File: config.mk
export PLATFORM = sky130hd
export DESIGN_NAME = bus_ack_ctrl
export DESIGN_NICKNAME = d
export VERILOG_FILES = /design/src/rtl/bus_pkg.sv /design/src/rtl/sync_2ff.sv /design/src/rtl/bus_ack_ctrl.sv
export SDC_FILE = /design/constraint.sdc
export NUM_CORES = 1
export LEC_CHECK = 0
export ABC_AREA = 0
export CORE_MARGIN = 3
export CORE_UTILIZATION = 40
export DETAILED_ROUTE_END_ITERATION = 10
export PLACE_DENSITY = 0.7
export REMOVE_ABC_BUFFERS = 1
export SLEW_MARGIN = 10
export SYNTH_ARGS = -nofsm -noshare
export SYNTH_HDL_FRONTEND = slang
export SYNTH_HIERARCHICAL = 1
export SYNTH_SLANG_ARGS = --single-unit
File: constraint.sdc
create_clock -name clk -period 3.3 [get_ports clk]
set_clock_uncertainty 0.1 [all_clocks]
set_input_delay 0.33 -clock clk [delete_from_list [all_inputs] [get_ports clk]]
set_output_delay 0.33 -clock clk [all_outputs]
set_load 0.05 [all_outputs]
File: src/rtl/bus_pkg.sv
// Shared bus-control definitions: select count, wait-field width, acknowledge FSM states
// and the lowest-index chip-select priority encoder.
package bus_pkg;

    localparam int NUM_SELECTS = 8;
    localparam int WAIT_BITS   = 4;
    localparam int SEL_BITS    = $clog2(NUM_SELECTS);

    // Widest select vector the priority encoder accepts; narrower vectors are zero-extended.
    localparam int MAX_SELECTS = 64;

    typedef logic [SEL_BITS-1:0] sel_idx_t;

    typedef enum logic [1:0] {
        IDLE = 2'd0,
        WAIT = 2'd1,
        ACK  = 2'd2,
        BERR = 2'd3
    } bus_state_e;

    // Lowest set bit wins when the decoder asserts several selects at once.
    function automatic int lowest_set(input logic [MAX_SELECTS-1:0] vec);
        int idx;
        idx = 0;
        for (int i = MAX_SELECTS - 1; i >= 0; i--) begin
            if (vec[i]) begin
                idx = i;
            end
        end
        return idx;
    endfunction

endpackage

File: src/rtl/sync_2ff.sv
// Generic two-flop synchroniser with an asynchronous reset to a chosen value.
module sync_2ff #(
    parameter int               WIDTH     = 1,
    parameter logic [WIDTH-1:0] RESET_VAL = '0
) (
    input  logic             clk,
    input  logic             rst,
    input  logic [WIDTH-1:0] d,
    output logic [WIDTH-1:0] q
);

    logic [WIDTH-1:0] meta;

    // NOTE: non-blocking assignments here so meta and q sample the pre-edge values; blocking
    // would collapse the two stages into one flop.
    always_ff @(posedge clk or posedge rst) begin
        if (rst) begin
            meta <= RESET_VAL;
            q    <= RESET_VAL;
        end else begin
            meta <= d;
            q    <= meta;
        end
    end

endmodule

File: src/rtl/bus_ack_ctrl.sv
// 68000 bus acknowledge controller: per-select wait states, peripheral ready, DTACK/BERR.
// Define BUS_ACK_TIMEOUT_EN to turn hung WAIT cycles into a bus error after TIMEOUT_CYCLES.
module bus_ack_ctrl #(
    parameter int                                 NUM_SELECTS    = bus_pkg::NUM_SELECTS,
    parameter int                                 WAIT_BITS      = bus_pkg::WAIT_BITS,
    parameter logic [NUM_SELECTS*WAIT_BITS-1:0]   WAIT_STATES    = '0,
    parameter int                                 TIMEOUT_CYCLES = 256
) (
    input  logic                           clk,
    input  logic                           rst,
    input  logic                           as_n,
    input  logic [NUM_SELECTS-1:0]         cs,
    input  logic                           ready,
    output logic                           dtack_n,
    output logic                           berr_n,
    output logic [$clog2(NUM_SELECTS)-1:0] active_sel,
    output logic                           cycle_active
);

    import bus_pkg::*;

    localparam int SEL_W = $clog2(NUM_SELECTS);

    bus_state_e           state, next_state;
    logic [WAIT_BITS-1:0] wait_cnt, wait_next;
    logic [SEL_W-1:0]     sel_next;
    logic                 as_n_s, as_s;
    logic                 tmo_hit;

    sync_2ff #(
        .WIDTH     (1),
        .RESET_VAL (1'b1)
    ) u_as_sync (
        .clk (clk),
        .rst (rst),
        .d   (as_n),
        .q   (as_n_s)
    );

    assign as_s = ~as_n_s;

    logic [MAX_SELECTS-1:0] cs_wide;
    int                     pick_idx;
    logic [SEL_W-1:0]       pick_sel;
    logic [WAIT_BITS-1:0]   pick_wait;

    assign cs_wide  = MAX_SELECTS'(cs);
    assign pick_idx = lowest_set(cs_wide);
    assign pick_sel = SEL_W'(pick_idx);

    always_comb begin
        pick_wait = '0;
        for (int i = 0; i < NUM_SELECTS; i++) begin
            if (pick_sel == SEL_W'(i)) begin
                pick_wait = WAIT_STATES[i*WAIT_BITS +: WAIT_BITS];
            end
        end
    end

`ifdef BUS_ACK_TIMEOUT_EN
    localparam int TMO_W = $clog2(TIMEOUT_CYCLES) + 1;

    logic [TMO_W-1:0] tmo_cnt;

    always_ff @(posedge clk or posedge rst) begin
        if (rst) begin
            tmo_cnt <= '0;
        end else if (state == WAIT) begin
            tmo_cnt <= tmo_cnt + 1'b1;
        end else begin
            tmo_cnt <= '0;
        end
    end

    assign tmo_hit = (state == WAIT) && (tmo_cnt == TMO_W'(TIMEOUT_CYCLES - 1));
`else
    logic unused_tmo;
    assign unused_tmo = (TIMEOUT_CYCLES == 0);
    assign tmo_hit    = 1'b0;
`endif

    // NOTE: every output of this block gets a default before the case so that no path
    // leaves a signal unassigned and infers a latch.
    always_comb begin
        next_state = state;
        wait_next  = wait_cnt;
        sel_next   = active_sel;

        unique case (state)
            IDLE: begin
                if (as_s) begin
                    if (cs != '0) begin
                        next_state = WAIT;
                        sel_next   = pick_sel;
                        wait_next  = pick_wait;
                    end else begin
                        next_state = BERR;
                    end
                end
            end
            WAIT: begin
                // An aborted strobe wins, then completion, then the hang timeout.
                if (!as_s) begin
                    next_state = IDLE;
                end else if (wait_cnt == '0 && ready) begin
                    next_state = ACK;
                end else if (tmo_hit) begin
                    next_state = BERR;
                end else if (wait_cnt != '0) begin
                    wait_next = wait_cnt - 1'b1;
                end
            end
            ACK, BERR: begin
                if (!as_s) begin
                    next_state = IDLE;
                end
            end
            default: next_state = IDLE;
        endcase
    end

    // Outputs are registered from next_state so they change together with the state.
    always_ff @(posedge clk or posedge rst) begin
        if (rst) begin
            state        <= IDLE;
            wait_cnt     <= '0;
            active_sel   <= '0;
            dtack_n      <= 1'b1;
            berr_n       <= 1'b1;
            cycle_active <= 1'b0;
        end else begin
            state        <= next_state;
            wait_cnt     <= wait_next;
            active_sel   <= sel_next;
            dtack_n      <= (next_state != ACK);
            berr_n       <= (next_state != BERR);
            cycle_active <= (next_state == WAIT) || (next_state == ACK);
        end
    end

    dtack_berr_exclusive: assert property (@(posedge clk) disable iff (rst) dtack_n || berr_n);

endmodule

# After elaboration in Yosys (flattened, before gate mapping)
# Cells that the tools add are included.
[classes]
n_reduce_logical = 10
n_eq_ne = 12
n_bitwise = 1
add_sub_neg = 1
mux = 20
[op_table]
columns = ["operator", "count"]
rows = [
  ["3-bit two-way mux", 8],
  ["4-bit two-way mux", 5],
  ["2-bit inequality test, second input constant", 7],
  ["2-bit two-way mux", 5],
  ["4-bit case mux with 2 select lines", 1],
  ["8-bit nonzero test", 1],
  ["2-bit == test, second input constant", 3],
  ["2-bit case mux with 3 select lines", 1],
  ["6-bit AND reduction", 1],
  ["2-bit by 1-bit == test with 1-bit output, second input constant", 2],
  ["4-bit logical NOT", 1],
  ["4-bit nonzero test", 1],
  ["4-bit by 1-bit subtractor with 4-bit output, second input constant", 1],
  ["3-bit AND reduction", 1],
  ["2-bit logical NOT", 1],
  ["2-bit nonzero test", 1],
  ["2-bit OR reduction", 1],
  ["1-bit logical AND", 1],
  ["1-bit logical OR", 1],
  ["1-bit NOT", 1],
]
[totals]
regBits = 14
wordCells = 52
input_bits = 12

# Depth between registers and ports, before layout
# Gate-level depths: netlist of run 1.
[logic_depth]
word_depth = 8
mapped_depth = 8

# Cells and area by module
# The synthesis of run 1 kept the hierarchy.
[modules_own_cells]
columns = ["module", "cells_per_inst", "instances", "area_per_inst_um2"]
rows = [
  ["bus_ack_ctrl", 66, 1, 625.6],
  ["sync_2ff", 3, 1, 56.3],
]

# Worst setup path after synthesis of run 1
# Ideal clock, no wire load.
[synth_timing]
kind = "input port to flip-flop"
start = "input cs[4]"
end = "register cycle_active"
arrival_ns = 1.622
setup_ns = 0.126
path_slack_ns = 1.452
t_required_ns = 3.074
n_path_buf = 0
cell_stages = 4
cell_sequence = "or4_4 -> or3_4 -> a21oi_1 -> ha_1"
[synth_via]
elab_chain_len = 6
[synth_lines]
columns = ["item", "line_no", "text"]
rows = [
  ["start: declaration", "bus_ack_ctrl.sv:12", "input logic [NUM_SELECTS-1:0] cs,"],
  ["8-bit nonzero test *", "bus_ack_ctrl.sv:92", "if (cs != '0) begin"],
  ["2-bit two-way mux *", "bus_ack_ctrl.sv:92", ""],
  ["2-bit two-way mux *", "bus_ack_ctrl.sv:91", "if (as_s) begin"],
  ["2-bit case mux with 3 select lines *", "bus_ack_ctrl.sv:89", "unique case (state)"],
  ["2-bit by 1-bit == test with 1-bit output or 2-bit == test (tied branches)", "bus_ack_ctrl.sv:137", "cycle_active <= (next_state == WAIT) || (next_state == ACK);"],
  ["1-bit logical OR *", "bus_ack_ctrl.sv:137", ""],
  ["end signal: assignment", "bus_ack_ctrl.sv:137", ""],
  ["end: declaration", "bus_ack_ctrl.sv:17", "output logic cycle_active"],
]
# Every way passes the cells marked *; elsewhere a longest branch is shown, timed or not.
# A chain may end at the register's enable or synchronous reset.

# Worst setup path in the final report of run 1
[layout_timing]
start = "input cs[0]"
end = "register cycle_active"
# Same word-level chain as after synthesis.

==> results.md, run 1 <==
- FF+latch count, synth: 14
- Layout net count: 104
- CTS tree: done
- Adder-Cell Fraction of Synth Area: 3.67%
- PD cells: 697 nW/µm²
- Pint: 388 µW
- Routed WL: 1410 µm
- ANT nets after route: 0
- Routed wire per std cell: 13.5 µm
- Remaining Overflow, GRT: 0
- Distinct cells, synth: 26
- GRT Util Overall: 14.9%
- Die footprint: 2240 µm²
- Sequential share of power: 41.2%
- Setup crit start kind: primary input
- Die W: 47.3 µm
- Max VDD drop: 0.381 mV
- Worst EP arrival: 2170 ps
- Vias in the first global route: 559
- Max Slew Vio Count: 0
- # diodes: 0
- Final Cell Area: 905 µm²
- HP Class: flip-flop to flip-flop
- Crit share post-route: 63.3%
- HPWL after DPL: 1080 µm
- Dpl cell area: 868 µm²
- Buffers and inverters on the worst path: 1
- Combinational Power Share: 39.0%
- Final setup fails: 0
- CORE AREA: 1560 µm²
- Number of synthesis warnings: 6
- Initial Utilization: 43.7%
- Register area share after synthesis: 52.1%
- Crit-path leading delay family: simple AND/OR/NAND/NOR gates
- Non-Filler Instances: 105
- Vias per cell: 5.52
- Syn-to-layout area delta: 32.7%
- Worst r2r src: wait_cnt[0]
- Drt first pass iters: 4
- RSZ-0062 raised after global routing: false
- R2r setup slk: 1500 ps
- Max Root-Sink Buffers: 2
- Layout cells sized above 1: 13.5%
- RD Place Congestion: 0.823
- Largest family of logic cells by synthesized area: simple AND/OR/NAND/NOR gates
- Crit path depth: 5
- R2R Path End: wait_cnt[3]
- Max_cap viols: 0
- Post-Syn Area: 682 µm²
- CP Cell Sequence: clkdlybuf4s50_1 > or4_1 > or3_4 > a21oi_1 > ha_1
- CP max FO: 5
- Post-synthesis cell count: 69
- Status: finished, final reports clean
- Hold_sp: u_as_sync/meta
- Num CTS Buffers: 3
- H-Tree Depth: 1
- Reg2Reg Depth: 6
- Lkg Pwr: 0.000370 µW
- Final hold vios: 0
- Synth Area in Simple Gates: 21.5%
- Starting DRT DRC Count: 14
- Die Y-Extent: 47.3 µm
- Setup TNS Final: 0 ps
- Drc violations: 0
- Clock Latency Late Sink: 290 ps
- Fin crit period: 2090 ps
- IO Pins: 18
- Critical path's slowest cell: or4_1
- XOR/XNOR Fraction of Synth Area: 0%
- Placed insts: 101
- Compound-Gate Fraction of Synth Area: 18.9%
- Kind of critical path: primary input to flip-flop
- Clk pin slew, worst setup/hold paths: 90 ps
- Via count: 580
- Largest net degree at the start of global routing: 13
- Hold EP: u_as_sync/q
- Antenna violations before repair: 0
- Clock power frac: 19.8%
- Multiplexer area fraction after synthesis: 0%
- Hold depth: 0
- Post-cts sizing count: 0
- Sw frac: 38.5%
- Cell Rows: 14
- Mapped Avg Cell Area: 9.88 µm²
- Hold_buf cts: 0
- Clk sinks: 14
- First-pass GRT wire length: 2340 µm
- Worst endpoint required time: 3380 ps
- Worst relative slew slack: 65.9%
- Worst slew pin tran: 510 ps
- Critical Path End Type: flip-flop
- Port buffer count: 17
- Slowest stage delay, CP: 570 ps
- Root Buffer: clkbuf_4
- Fmax: 0.479 GHz
- Switch Pwr: 243 µW
- Post-CTS setup buffer count: 0
[layer usage]
metal  global-route usage [%]  vias up  wire length (µm)
li1                         -      292                 -
met1                     19.9      274               639
met2                     21.4       12               690
met3                     6.51        2                76
met4                     4.97        0                 7
met5                        0        -                 0
[synth_stat cells]
| cell type | instances | area, µm² |
|---|---|---|
| nand3_1 | 2 | 10.0 |
| a21oi_1 | 9 | 45.0 |
| nor4_1 | 1 | 6.26 |
| and4bb_2 | 1 | 12.5 |
| a21o_1 | 1 | 7.51 |
| or4_1 | 1 | 7.51 |
| dfrtp_1 | 10 | 250 |
| o31a_1 | 1 | 8.76 |
| dfstp_2 | 4 | 105 |
| clkbuf_1 | 1 | 3.75 |
| o41ai_1 | 1 | 8.76 |
| o2bb2ai_1 | 2 | 17.5 |
| nand2_2 | 1 | 6.26 |
| or3_4 | 1 | 11.3 |
| or4_4 | 1 | 11.3 |
| inv_1 | 6 | 22.5 |
| nor3_1 | 6 | 30.0 |
| ha_1 | 2 | 25.0 |
| nor2_1 | 5 | 18.8 |
| o21ai_1 | 1 | 5.00 |
| a31oi_1 | 3 | 18.8 |
| o21a_1 | 1 | 7.51 |
| nand2b_1 | 2 | 12.5 |
| nor2b_1 | 2 | 12.5 |
| nand2_1 | 2 | 7.51 |
| o21ai_0 | 2 | 10.0 |
[registers in the layout, summed over array words and instances (netlist names)]
name and cells:
u_as_sync/q 1, u_as_sync/meta 1, berr_n 1, dtack_n 1
state 2, wait_cnt 4, active_sel 3, cycle_active 1
[worst max path at each step]
stage | start | to | slack (ps)
6_report | cs[0] | cycle_active | 1210
5_1_grt | cs[0] | cycle_active | 1140
4_1_cts | cs[0] | cycle_active | 1210
3_5_place_dp | cs[0] | cycle_active | 890
3_3_place_gp | cs[0] | cycle_active | 950
2_1_floorplan | cs[4] | cycle_active | 1450
[cells in the final DEF (no fill, tap or decap), types with 3 or more instances in the layout]
| cell type | netlist | final |
|---|---|---|
| clkdlybuf4s50_1 | 0 | 17 |
| dfrtp_1 | 10 | 10 |
| a21oi_1 | 9 | 9 |
| nor3_1 | 6 | 6 |
| inv_1 | 6 | 6 |
| nor2_1 | 5 | 5 |
| dfstp_2 | 4 | 4 |
| a31oi_1 | 3 | 3 |
| clkbuf_4 | 0 | 3 |
[cell type report]
type	count	area, µm²
sequential	14	355
clock buffer	4	36.3
inverter	6	22.5
timing repair buffer	17	170
tap	16	20.0
multi-input combinational	48	300
fill	142	654
[per-stage QoR]
| stage | util (%) | power [µW] | hold WS (ps) | setup WS [ps] |
|---|---|---|---|---|
| floorplan | - | 428 | 93.3 | 1450 |
| global placement | 55.7 | 505 | 248 | 946 |
| detailed placement | 55.7 | 508 | 251 | 886 |
| CTS | 58.0 | 638 | 263 | 1210 |
| global route | 58.0 | 672 | 267 | 1140 |
| finish | 58.0 | 631 | 261 | 1210 |
[power groups by stage]
stage               sequential, µW  combinational [µW]  clock, µW
global placement               262                 243          0
global route                   266                 271        134
CTS                            260                 248        130
floorplan                      316                 112          0
detailed placement             262                 247          0
finish                         260                 246        125
[cell families after synthesis]
group / count (synthesis)
AO/OA/AOI/OAI: 21
adder cells (fa/ha/maj): 2
buffers and inverters: 7
flip-flops: 14
AND/OR/NAND/NOR: 25
(Power assumes the default switching activity.)
==> inputs of run 2 (changes only) <==
PLACE_DENSITY = 0.72   (was 0.7)
clock period = 1.8 ns   (was 3.3 ns; I/O delays follow)
==> run 2 against run 1 <==
- flip-flop and latch count unchanged
- power is 88% higher
- largest cell class unchanged
- combinational power up 120%
- routed wire length is 13% higher
- highest routed layer unchanged
==> results.md, run 2 (synthesis results as in run 1) <==
- Syn-to-layout area delta: 48.6%
- PD cells: 1170 nW/µm²
- Drc violations: 0
- Placed insts: 115
- H-Tree Depth: 1
- Switch Pwr: 461 µW
- Via count: 634
- Layout cells sized above 1: 29.8%
- Status: finished, final reports clean
- Root Buffer: clkbuf_4
- Die W: 47.3 µm
- Die footprint: 2240 µm²
- ANT nets after route: 0
- Vias per cell: 5.28
- Most frequent cells in the layout: 17 x buf_4, 10 x dfrtp_1, 10 x clkdlybuf4s50_1
- Clk pin slew, worst setup/hold paths: 90 ps
- Lkg Pwr: 0.000458 µW
- Max_cap viols: 0
- Layout net count: 119
- Die Y-Extent: 47.3 µm
- HP Class: primary input to async pin
- Worst EP arrival: 1800 ps
- Num CTS Buffers: 3
- Non-Filler Instances: 120
- Vias in the first global route: 612
- CP max FO: 2
- # diodes: 0
- IO Pins: 18
- Starting DRT DRC Count: 6
- GRT Util Overall: 17.4%
- Dpl cell area: 968 µm²
- Fin crit period: 1740 ps
- Sw frac: 38.8%
- Port buffer count: 17
- Hold_buf cts: 0
- RSZ-0062 raised after global routing: false
- Final hold vios: 0
- Final Cell Area: 1010 µm²
- Routed WL: 1600 µm
- Setup crit start kind: primary input
- Crit share post-route: 96.4%
- Clock Latency Late Sink: 290 ps
- Max VDD drop: 0.621 mV
- Clock power frac: 16.2%
- Biggest regs: wait_cnt x4, active_sel x3, state x2
- Routed wire per std cell: 13.4 µm
- Drt first pass iters: 4
- Final Util: 65.0%
- First-pass GRT wire length: 2590 µm
- CTS tree: done
- Cell Rows: 14
- Biggest register: wait_cnt
- Worst slew pin tran: 501 ps
- Antenna violations before repair: 0
- Sequential share of power: 39.3%
- Final setup fails: 0
- Critical Path End Type: flip-flop
- Fmax: 0.576 GHz
- RD Place Congestion: 0.780
- Max reg flops: 4
- Worst relative slew slack: 66.5%
- Combinational Power Share: 44.5%
- HPWL after DPL: 1220 µm
- Pint: 727 µW
- Worst endpoint required time: 1870 ps
- Remaining Overflow, GRT: 0
- CORE AREA: 1560 µm²
- Max Slew Vio Count: 0
- Commonest non-fill, non-tap cell in the layout: buf_4
- Clk sinks: 14
- Max Root-Sink Buffers: 2
- Largest net degree at the start of global routing: 13
- Initial Utilization: 43.7%
- Kind of critical path: primary input to flip-flop
==> run 2: worst paths after layout <==
path | slack [ps] | startpoint | to | depth (start not counted)
min in group clk | 210 | as_n | u_as_sync/meta | 1
setup / recovery | 60 | cs[2] | cycle_active | 5
hold / removal | 120 | rst | active_sel[2] | 2
hold reg to reg | 260 | u_as_sync/meta | u_as_sync/q | 0
max in group asynchronous | 1120 | rst | berr_n | 2
setup reg to reg | 110 | wait_cnt[1] | cycle_active | 7
==> run 2: power groups by stage <==
stage	Clock [µW]	Combinational [µW]	Sequential, µW
2_1_floorplan	0	206	578
3_3_place_gp	0	499	471
3_5_place_dp	0	514	475
4_1_cts	196	518	470
5_1_grt	209	581	476
6_report	192	529	467
==> run 2: cell type report <==
type	instances	area, µm²
Clock buffer	4	26.3
Fill cell	141	546
Inverter	6	22.5
Multi-Input combinational cell	48	310
Sequential cell	14	355
Tap cell	16	20.0
Timing Repair Buffer	32	279
==> run 2: metal layers <==
metal / share of wire (%) / vias up / global-route usage [%]
met5: 0 / - / 0
met4: 1.7 / 0 / 8.29
met3: 3.2 / 4 / 4.60
met2: 51 / 11 / 27.0
met1: 44 / 301 / 22.3
li1: - / 318 / -
==> run 2: worst max-delay path, cell delays in order <==
cell and delay [ps]:
clkdlybuf4s50_1 420, or4_4 500, or3_4 350, a21oi_2 120
ha_1 230
==> run 2: through the flow <==
step           worst slack [ps]  hold slack (ps)  setup TNS [ps]  power, µW
6_report                   64.6              124               0       1190
3_3_place_gp               -318              250           -1950        970
2_1_floorplan               102            -56.7               0        785
4_1_cts                    4.53              141               0       1180
5_1_grt                    2.69              172               0       1270
3_5_place_dp               -343              251           -2230        989
==> run 2: timing repair <==
item | CTS | global route
resized for setup | 5 | 4
pin swaps | 4 | 3
setup buffers | 0 | 1
setup endpoints to repair | 2 | 2
==> inputs of run 3 (changes only) <==
CTS_BUF_LIST = sky130_fd_sc_hd__clkbuf_8 sky130_fd_sc_hd__clkbuf_16   (was not set)
==> run 3 against run 2 <==
- via count grew 2.2%
- critical path type unchanged
- hold slack gained 48 ps
- global-route usage grew 2.0 points
- fmax grew 0.31%
- flip-flop and latch count is the same
- sequential power is essentially flat
- power grew 7.1%
- largest power group unchanged
- register-to-register slack gained 20 ps
- critical path depth is the same
==> results.md, run 3 (synthesis results as in run 1) <==
- Fmax: 0.578 GHz
- Fin crit period: 1730 ps
- Total Power: 1270 µW
- Port buffer count: 17
- Lkg Pwr: 0.000475 µW
- Crit share post-route: 96.1%
- Final Util: 66.5%
- Met1 Use GR: 22.8%
- Setup crit start kind: primary input
- Largest net degree at the start of global routing: 13
- Num CTS Buffers: 3
- Routed WL: 1710 µm
- Vias per cell: 5.40
- PD cells: 1230 nW/µm²
- Met3 Usage GRT: 6.90%
- Drc violations: 0
- Clk sinks: 14
- Worst relative slew slack: 66.5%
- Starting DRT DRC Count: 7
- Initial Utilization: 43.7%
- # diodes: 0
- Cell Rows: 14
- Final setup fails: 0
- ANT nets after route: 0
- CORE AREA: 1560 µm²
- Setup slack at placement: -343 ps
- Commonest non-fill, non-tap cell in the layout: buf_4
- RD Place Congestion: 0.780
- Clock Latency Late Sink: 250 ps
- Routed wire per std cell: 14.2 µm
- Biggest register: wait_cnt
- Antenna violations before repair: 0
- Biggest regs: wait_cnt x4, active_sel x3, state x2
- GR Util met2: 31.0%
- Critical Path End Type: flip-flop
- IO Pins: 18
- Max_cap viols: 0
- Syn-to-layout area delta: 52.1%
- HPWL after DPL: 1220 µm
- Worst endpoint required time: 1830 ps
- Worst Setup Slack, final: 70.0 ps
- GRT Util Overall: 19.4%
- CP max FO: 2
- Worst EP arrival: 1760 ps
- Die Y-Extent: 47.3 µm
- Max reg flops: 4
- Filler instances: 141
- Status: finished, final reports clean
- Clk pin slew, worst setup/hold paths: 60 ps
- Max VDD drop: 0.843 mV
- Most frequent cells in the layout: 17 x buf_4, 10 x dfrtp_1, 8 x clkdlybuf4s50_1
- Layout net count: 119
- First-pass GRT wire length: 2820 µm
- Worst slew pin tran: 501 ps
- Vias in the first global route: 645
- Drt first pass iters: 4
- Die W: 47.3 µm
- Final hold vios: 0
- Busiest grt layer: met2
- Max Slew Vio Count: 0
- Remaining Overflow, GRT: 0
- Hold_buf cts: 0
- HP Class: primary input to async pin
- RSZ-0062 raised after global routing: false
- Max Root-Sink Buffers: 2
- H-Tree Depth: 1
- Layout cells sized above 1: 31.7%
- Kind of critical path: primary input to flip-flop
- CTS tree: done
- Root Buffer: clkbuf_8
- Die footprint: 2240 µm²
- Via count: 648
## run 3: cell count changes in the layout (fill, tap and decap cells not counted), moves of 2 or more
cell	change
clkbuf_4	-3
dlygate4sd2_1	+2
clkbuf_8	+3
clkdlybuf4s50_1	-2
## run 3: repair_timing
action / 4_1_cts / 5_1_grt
pin swaps: 5 / 2
resized for setup: 7 / 6
hold endpoints to repair: 0 / 0
setup buffers: 0 / 1
endpoints found under the setup margin: 6 / 3
## run 3: where the power goes
part / internal [µW] / leakage (µW) / switching, µW
logic: 243 / 0.000280 / 293
clock network: 151 / 0.0000269 / 116
registers: 400 / 0.000168 / 68.2
total: 794 / 0.000475 / 478
## run 3: final timing paths
| kind | end | slack [ps] | depth (start not counted) | from |
|---|---|---|---|---|
| max | cycle_active | 70 | 5 | cs[1] |
| min | active_sel[2] | 170 | 2 | rst |
| max reg2reg | cycle_active | 130 | 7 | wait_cnt[1] |
| min reg2reg | u_as_sync/q | 260 | 0 | u_as_sync/meta |
| max in group asynchronous | berr_n | 1080 | 2 | rst |
| min in group clk | u_as_sync/meta | 250 | 1 | as_n |
## run 3: final cells by class
type	count	area, µm²	area share (%)
flip-flops and latches	14	355	34.3
well taps	16	20.0	1.93
repair buffers	32	277	26.7
multi-input cells	48	318	30.6
clock inverters	1	3.75	0.362
inverters	6	22.5	2.17
clock buffers	3	41.3	3.98
## run 3: per-stage QoR
stage	setup TNS (ps)	instance area, µm²	std cells	hold slack, ps
4_1_cts	0	1010	119	188
5_1_grt	0	1040	120	214
2_1_floorplan	0	678	68	-56.7
3_3_place_gp	-1950	968	115	250
3_5_place_dp	-2230	968	115	251
6_report	0	1040	120	172
## run 3: routing by layer
| layer | share of wire (%) | up-vias |
|---|---|---|
| li1 | - | 321 |
| met1 | 42 | 312 |
| met2 | 52 | 11 |
| met3 | 3.6 | 4 |
| met4 | 2.1 | 0 |
| met5 | 0 | - |
## run 3: worst max-delay path, cell delays in order
cell and delay [ps]:
clkdlybuf4s50_1 430, or4_4 440, or3_4 350, a21oi_2 120, ha_1 230
